`config.mk`:
```
export PLATFORM = sky130hd
export DESIGN_NAME = uart_prog_rx
export DESIGN_NICKNAME = d
export VERILOG_FILES = /design/src/rtl/uart_prog_rx.sv
export SDC_FILE = /design/constraint.sdc
export NUM_CORES = 1
export LEC_CHECK = 0
export BUFFER_PORTS_ARGS = -buffer_cell sky130_fd_sc_hd__buf_2
export CELL_PAD_IN_SITES_DETAIL_PLACEMENT = 1
export CELL_PAD_IN_SITES_GLOBAL_PLACEMENT = 2
export CORE_ASPECT_RATIO = 0.6
export CORE_UTILIZATION = 40
export CTS_CLUSTER_DIAMETER = 200
export CTS_CLUSTER_SIZE = 28
export DETAILED_ROUTE_END_ITERATION = 10
export HOLD_SLACK_MARGIN = 0.08
export PLACE_DENSITY = 0.81
export SLEW_MARGIN = 25
export SYNTH_ARGS = -nofsm -noshare
export SYNTH_HDL_FRONTEND = slang
export SYNTH_SLANG_ARGS = --single-unit
```
`constraint.sdc`:
```
create_clock -name clk -period 3 [get_ports clk]
set_input_delay 0.15 -clock clk [delete_from_list [all_inputs] [get_ports clk]]
set_output_delay 0.15 -clock clk [all_outputs]
set_load 0.01 [all_outputs]
```
`src/rtl/uart_prog_rx.sv`:
```
// UART programming receiver: deserialises 8N1 bytes, parses a target/count header and writes
// 32-bit little-endian words to the instruction or data memory upgrade port.
module uart_prog_rx #(
   parameter int unsigned CLK_FREQ = 23_000_000,
   parameter int unsigned BAUD     = 115_200
) (
   input  logic        clk,
   input  logic        rst,
   input  logic        start,
   input  logic        rx,
   output logic        upg_wen_o,
   output logic [14:0] upg_adr_o,
   output logic [31:0] upg_dat_o,
   output logic        upg_done_o,
   output logic        err_o
);

   localparam int unsigned DIV    = CLK_FREQ / (BAUD * 16);
   localparam int unsigned DivW   = (DIV > 1) ? $clog2(DIV) : 1;
   localparam logic [DivW-1:0] DivMax = DivW'(DIV - 1);

   typedef enum logic [1:0] {RIdle, RStart, RData, RStop} rx_state_e;
   typedef enum logic [2:0] {SHdr0, SHdr1, SHdr2, SData, SWrite, SDone} sess_state_e;

   logic            rx_s1_q, rx_s2_q, rx_prev_q;
   logic [DivW-1:0] div_q, div_d;
   rx_state_e       rx_st_q, rx_st_d;
   logic [3:0]      tcnt_q, tcnt_d;
   logic [2:0]      bcnt_q, bcnt_d;
   logic [7:0]      shift_q, shift_d;

   sess_state_e     sess_q, sess_d;
   logic            tgt_q, tgt_d;
   logic [7:0]      cnt_lo_q, cnt_lo_d;
   logic [14:0]     remaining_q, remaining_d;
   logic [13:0]     index_q, index_d;
   logic [1:0]      k_q, k_d;
   logic [31:0]     word_q, word_d;
   logic [14:0]     adr_q, adr_d;
   logic [31:0]     dat_q, dat_d;
   logic            wen_q, wen_d;
   logic            done_q, done_d;
   logic            err_q, err_d;

   logic            tick, rx_fall, byte_valid, frame_err;
   logic [7:0]      rx_byte;
   logic [15:0]     word_cnt;

   assign tick     = (div_q == DivMax);
   assign rx_fall  = rx_prev_q & ~rx_s2_q;
   assign rx_byte  = shift_q;
   assign word_cnt = {rx_byte, cnt_lo_q};

   always_comb begin
      div_d      = tick ? '0 : div_q + DivW'(1);
      rx_st_d    = rx_st_q;
      tcnt_d     = tcnt_q;
      bcnt_d     = bcnt_q;
      shift_d    = shift_q;
      byte_valid = 1'b0;
      frame_err  = 1'b0;
      unique case (rx_st_q)
         RIdle: begin
            if (rx_fall) begin
               rx_st_d = RStart;
               tcnt_d  = 4'd0;
            end
         end
         RStart: begin
            if (tick) begin
               tcnt_d = tcnt_q + 4'd1;
               // Mid start bit: a high line here means the edge was a glitch
               if (tcnt_q == 4'd7) begin
                  tcnt_d  = 4'd0;
                  bcnt_d  = 3'd0;
                  rx_st_d = rx_s2_q ? RIdle : RData;
               end
            end
         end
         RData: begin
            if (tick) begin
               tcnt_d = tcnt_q + 4'd1;
               if (tcnt_q == 4'd15) begin
                  shift_d = {rx_s2_q, shift_q[7:1]};
                  bcnt_d  = bcnt_q + 3'd1;
                  if (bcnt_q == 3'd7) rx_st_d = RStop;
               end
            end
         end
         RStop: begin
            if (tick) begin
               tcnt_d = tcnt_q + 4'd1;
               if (tcnt_q == 4'd15) begin
                  rx_st_d    = RIdle;
                  byte_valid = rx_s2_q;
                  frame_err  = ~rx_s2_q;
               end
            end
         end
         default: rx_st_d = RIdle;
      endcase
   end

   always_comb begin
      sess_d      = sess_q;
      tgt_d       = tgt_q;
      cnt_lo_d    = cnt_lo_q;
      remaining_d = remaining_q;
      index_d     = index_q;
      k_d         = k_q;
      word_d      = word_q;
      adr_d       = adr_q;
      dat_d       = dat_q;
      wen_d       = 1'b0;
      done_d      = done_q;
      err_d       = err_q;
      if (start) begin
         sess_d      = SHdr0;
         err_d       = 1'b0;
         done_d      = 1'b0;
         k_d         = 2'd0;
         index_d     = 14'd0;
         remaining_d = 15'd0;
      end else begin
         unique case (sess_q)
            SHdr0: begin
               if (byte_valid) begin
                  if (rx_byte[7:1] == 7'd0) begin
                     tgt_d  = rx_byte[0];
                     sess_d = SHdr1;
                  end else begin
                     err_d = 1'b1;
                  end
               end
            end
            SHdr1: begin
               if (byte_valid) begin
                  cnt_lo_d = rx_byte;
                  sess_d   = SHdr2;
               end
            end
            SHdr2: begin
               if (byte_valid) begin
                  if (word_cnt == 16'd0) begin
                     sess_d = SDone;
                     done_d = 1'b1;
                  end else if (word_cnt > 16'd16384) begin
                     err_d  = 1'b1;
                     sess_d = SHdr0;
                  end else begin
                     sess_d      = SData;
                     index_d     = 14'd0;
                     k_d         = 2'd0;
                     remaining_d = word_cnt[14:0];
                  end
               end
            end
            SData: begin
               // Bytes shift in from the top so byte 0 ends up in bits 7:0
               if (byte_valid) begin
                  word_d = {rx_byte, word_q[31:8]};
                  k_d    = k_q + 2'd1;
                  if (k_q == 2'd3) begin
                     sess_d = SWrite;
                     wen_d  = 1'b1;
                     adr_d  = {tgt_q, index_q};
                     dat_d  = {rx_byte, word_q[31:8]};
                  end
               end
            end
            SWrite: begin
               index_d     = index_q + 14'd1;
               remaining_d = remaining_q - 15'd1;
               if (remaining_q == 15'd1) begin
                  sess_d = SDone;
                  done_d = 1'b1;
               end else begin
                  sess_d = SData;
               end
            end
            SDone: ;
            default: sess_d = SHdr0;
         endcase
         // A completed load ignores the line entirely, including bad frames
         if (frame_err && sess_q != SDone) begin
            err_d  = 1'b1;
            sess_d = SHdr0;
         end
      end
   end

   always_ff @(posedge clk or negedge rst) begin
      if (!rst) begin
         rx_s1_q     <= 1'b1;
         rx_s2_q     <= 1'b1;
         rx_prev_q   <= 1'b1;
         div_q       <= '0;
         rx_st_q     <= RIdle;
         tcnt_q      <= 4'd0;
         bcnt_q      <= 3'd0;
         shift_q     <= 8'd0;
         sess_q      <= SHdr0;
         tgt_q       <= 1'b0;
         cnt_lo_q    <= 8'd0;
         remaining_q <= 15'd0;
         index_q     <= 14'd0;
         k_q         <= 2'd0;
         word_q      <= 32'd0;
         adr_q       <= 15'd0;
         dat_q       <= 32'd0;
         wen_q       <= 1'b0;
         done_q      <= 1'b0;
         err_q       <= 1'b0;
      end else begin
         rx_s1_q     <= rx;
         rx_s2_q     <= rx_s1_q;
         rx_prev_q   <= rx_s2_q;
         div_q       <= div_d;
         rx_st_q     <= rx_st_d;
         tcnt_q      <= tcnt_d;
         bcnt_q      <= bcnt_d;
         shift_q     <= shift_d;
         sess_q      <= sess_d;
         tgt_q       <= tgt_d;
         cnt_lo_q    <= cnt_lo_d;
         remaining_q <= remaining_d;
         index_q     <= index_d;
         k_q         <= k_d;
         word_q      <= word_d;
         adr_q       <= adr_d;
         dat_q       <= dat_d;
         wen_q       <= wen_d;
         done_q      <= done_d;
         err_q       <= err_d;
      end
   end

   assign upg_wen_o  = wen_q;
   assign upg_adr_o  = adr_q;
   assign upg_dat_o  = dat_q;
   assign upg_done_o = done_q;
   assign err_o      = err_q;

endmodule

```
# After elaboration in Yosys (flattened, before gate mapping)
# Index checks and enable logic that the tools add are counted.
# word_totals
out_inout_bits,50
in_bits,4
regBits,149
elab_cells,165
# op_classes
n_addsub,6
n_lt_le_gt_ge,1
n_bitwise,3
n_eq_ne,40
reduce_logical,23
muxes,72
# op_table
operator,n
$mux W15,4
$mux W14,4
$mux W3,14
$ne A4 B4 Y1 const B,9
$mux W2,15
$pmux W15 S2,1
$pmux W14 S2,1
$ne A3 B3 Y1 const B,8
$mux W1,21
$mux W4,5
$pmux W3 S6,1
$gt A16 B15 Y1 const B,1
$logic_not A16 Y1,1
$ne A2 B2 Y1 const B,8
$reduce_and A4 Y1,4
$eq A15 B1 Y1 const B,1
$sub A15 B1 Y15 const B,1
$add A14 B1 Y14 const B,1
$pmux W4 S3,1
$reduce_and A3 Y1,4
$reduce_and A5 Y1,2
$eq A3 B3 Y1 const B,3
$add A4 B1 Y4 const B,2
$eq A4 B4 Y1 const B,2
25 further kinds,31

# Logic depth before layout (Yosys ltp)
# depth
depth_word,8
mapped_depth,8
ltp_nobuf,7

# Worst setup path before layout
# No wires, ideal clock.
# synth_path
path_kind,flip-flop to flip-flop
from,register tcnt_q[0]
to,register dat_q[10] (netlist: upg_dat_o[10])
arrival_time_ns,2.183
synth_period_minus_slack_ns,2.311
setup_slack_ns,0.689
stages_incl_launch_ff,9
setup_time_ns,0.128
n_path_buf,2
t_required_ns,2.872
path_cell_list,dfrtp_1 -> ha_1 -> and4_1 -> nand2_1 -> nor4_4 -> nand2_1 -> buf_2 -> buf_2 -> mux2_1
# synth_via
elab_chain_len,5
# synth_rtl
item,line_no,source
from (decl),28,"logic [3:0] tcnt_q, tcnt_d;"
from (signal assigned),220,tcnt_q <= tcnt_d;
$eq A4 B4 Y1,93,if (tcnt_q == 4'd15) begin
$mux W1,93,
$mux W1,91,if (tick) begin
$mux W1,62,unique case (rx_st_q)
$reduce_and A4 Y1 (no source line),--,
to (signal assigned),231,dat_q <= dat_d;
to (decl),40,"logic [31:0] dat_q, dat_d;"
# Every way passes these cells.
# A chain may end at the register's enable or synchronous reset.

# Final worst setup path
# layout_path
from,register shift_q[2] (netlist: rx_byte[2])
to,register remaining_q[9]
# layout_via
elab_chain_len,3
word_cells_on_any_way,5
classes_between,order compare: 1; eq/ne: 2; reduce/logical: 2
# layout_rtl
item,line_no,source
from (decl),30,"logic [7:0] shift_q, shift_d;"
from (signal assigned),222,shift_q <= shift_d;
$gt A16 B15 Y1 or $logic_not A16 Y1 (tied branches),"147, 144",
$ne A3 B3 Y1 (no source line),--,
$reduce_and A4 Y1 (no source line) (*),--,
to (signal assigned),226,remaining_q <= remaining_d;
to (decl),35,"logic [14:0] remaining_q, remaining_d;"
# Mark *: on every way between the ends. The rest lies on a longest branch, timed or not.

==> run summary <==
status = finished clean
Worst EP required = 3.33 ns
diodes inserted = 0
CP Launch Type = flop
WL per Instance = 20.20 µm
Netlist Area Pre-Place = 6391 µm²
Max Slew Vio Count = 0
Die H = 99.91 µm
Area contributors post-synth = dfrtp_1, mux2_1, mux2_2
Routed WL = 16,570 µm
post-CTS sizing = 0
Placement Cell Area = 6890 µm²
layout net count = 616
Synth area leader = dfrtp_1
hold buffers post-CTS = 2
CTS root buffer = clkbuf_16
count of flip-flops with a built-in enable after synthesis = 0
clock buffer count from CTS = 17
drt via density = 5.674
fin crit share = 87.78%
PD cells = 658.1 nW/µm²
DR DRC count = 0
Setup crit start = rx_byte[2]$_DFFE_PN0P_
RePlAce Congestion = 0.9092
reg2reg start = rx_byte[2]$_DFFE_PN0P_
syn nets = 558
yosys warns = 0
I/O pin count = 54
Layout area overhead = 17.82%
Post-Syn Area per Cell = 11.71 µm²
clk sink count = 141
Total Power = 4.955 mW
Pleak = 3.779 nW
Min-Delay Startpoint = start
min cycle time layout = 2.633 ns
Slew Limit Headroom = 36.73%
fillers = 1,621
count leader, synth = dfrtp_1
TNS Setup = 0 ns
Fmax = 379.7 MHz
final hold vios = 0
CP max FO = 9
post-CTS setup buffers = 0
layout cells sized above 1 = 25.12%
DIE AREA = 16,500 µm²
slack of the critical path = 0.3667 ns
first-pass GRT wire length = 27,250 µm
Port Buffers = 53
post-route cell area = 7530 µm²
crit path capture type = flop
worst path arrival time = 2.97 ns
core region area = 15,460 µm²
Placed Cells incl. Taps = 786
sequential share of the synthesized area = 55.27%
starting density of the core = 41.34%
worst clock skew = 0.01234 ns
Post-synth top cells = dfrtp_1, mux2_1, mux2_2
initial antenna violation count = 0
Syn Inst Count = 546
CTS Buffer Depth = 2
worst-skew pair later-pin latency = 0.42 ns
FF-to-FF setup slack = 0.37 ns
synthesized flop and latch total = 141
Die W = 165.2 µm
crit path kind = flop to flop
peak supply drop = 0.3279 mV
Synth cell types = 57
Worst-Margin Slew = 0.9490 ns
Async SR Flop Fraction = 100.0%
routed vias = 4,653
RSZ-0062 raised after global routing = false
TritonCTS clock tree = done
First-pass DRT Iterations = 6
Placement Setup Slack = 0.4511 ns
HP Class = input pin to flop
DR iter-0 viols = 337
Core Rows = 35
Detailed Place HPWL = 11,190 µm
max cap viols = 0
top cell type's share of synthesized area = 54.03%
filler-free cell count of the finished design = 820
Max H-tree Level = 4
Antenna Nets Post-Route = 0
vias in the first global route = 4,704
largest net degree at the start of global routing = 102
Total GRT Usage = 21.82%
Worst-path clk slew = 0.06 ns
# setup viols final = 0
Main synth FF type = dfrtp_1
grt total ovfl = 0
## metal layers
| metal | up-vias | routed length (µm) | GRT usage (%) |
|---|---|---|---|
| met5 | - | 0 | 0 |
| met4 | 0 | 114 | 4.799 |
| met3 | 11 | 1024 | 6.157 |
| met2 | 124 | 6888 | 29.77 |
| met1 | 2393 | 8538 | 33.74 |
| li1 | 2125 | - | - |
## flip-flops by register name, indices dropped and copies added, names as in the netlist, 2 cells and up, named ones only
signal,count
upg_dat_o,32
word_q,24
remaining_q,15
upg_adr_o,15
index_q,14
cnt_lo_q,8
rx_byte,8
div_q,4
tcnt_q,4
bcnt_q,3
sess_q,3
k_q,2
## per-stage QoR
stage | util [%] | hold slack [ns]
2_1_floorplan | - | -0.1456
3_5_place_dp | 44.57 | 0.2579
4_1_cts | 48.71 | 0.09647
5_1_grt | 48.71 | 0.1296
3_3_place_gp | 44.57 | 0.2576
6_report | 48.71 | 0.1148
## worst paths after layout
| kind | endpoint | cells after the start |
|---|---|---|
| worst min register to register | rx_s2_q$_DFF_PN1_ | 0 |
| worst max-delay path | remaining_q[9]$_DFFE_PN0P_ | 6 |
| min in group asynchronous | upg_adr_o[3]$_DFFE_PN0P_ | 2 |
| worst max register to register | remaining_q[9]$_DFFE_PN0P_ | 6 |
| max in group asynchronous | rx_s1_q$_DFF_PN1_ | 3 |
| worst min-delay path | upg_done_o$_DFFE_PN0P_ | 2 |
## worst max-delay path: stages (launching register included)
cell and delay, ns:
dfrtp_1 0.48, nor3_1 0.29, nand2_1 0.15, o21a_4 0.27, o41a_1 0.56, or3_1 0.58, o211ai_2 0.23
## area by class of cell
class	instances	area, µm²	area share (%)
tap	203	254.0	3.373
sequential	141	3532	46.91
clock inverter	15	193.9	2.576
inverter	8	30.03	0.3988
timing repair buffer	67	381.6	5.068
multi-input combinational	369	2713	36.03
clock buffer	17	425.4	5.650
## layout by cell type (no fill, tap or decap), types with 3 or more instances in the layout
master,n
o31ai_1,18
ha_1,8
nand3_1,10
nand2b_1,6
and3_1,5
o21ai_1,15
inv_8,4
nor3_1,18
dfstp_2,3
mux2_2,44
buf_2,52
nor2_1,38
nor4_1,8
a21oi_1,36
xnor2_1,3
nor3b_1,5
o21a_1,8
a22o_1,7
a32oi_1,3
mux2_1,47
nor2b_1,3
o21ai_0,11
clkbuf_16,17
nand2_1,28
inv_1,8
buf_4,12
a31oi_1,10
clkinv_8,6
dfrtp_1,138
## cells by family after synthesis
| family | Yosys count | synth area share, % |
|---|---|---|
| and+or+nand+nor | 140 | 11.34 |
| AOI/OAI and AO/OA | 126 | 12.84 |
| xor gates and xnor gates | 4 | 0.5483 |
| buffers and inverters | 36 | 2.408 |
| adders and majority gates | 8 | 1.566 |
| DFF | 141 | 55.27 |
| muxes | 91 | 16.03 |
## report_power, final
part	total (mW)	switching (mW)	internal (mW)
registers	2.11	0.139	1.97
logic	0.687	0.471	0.216
clock network	2.16	1.02	1.14
Power figures use the tool's default switching activity.
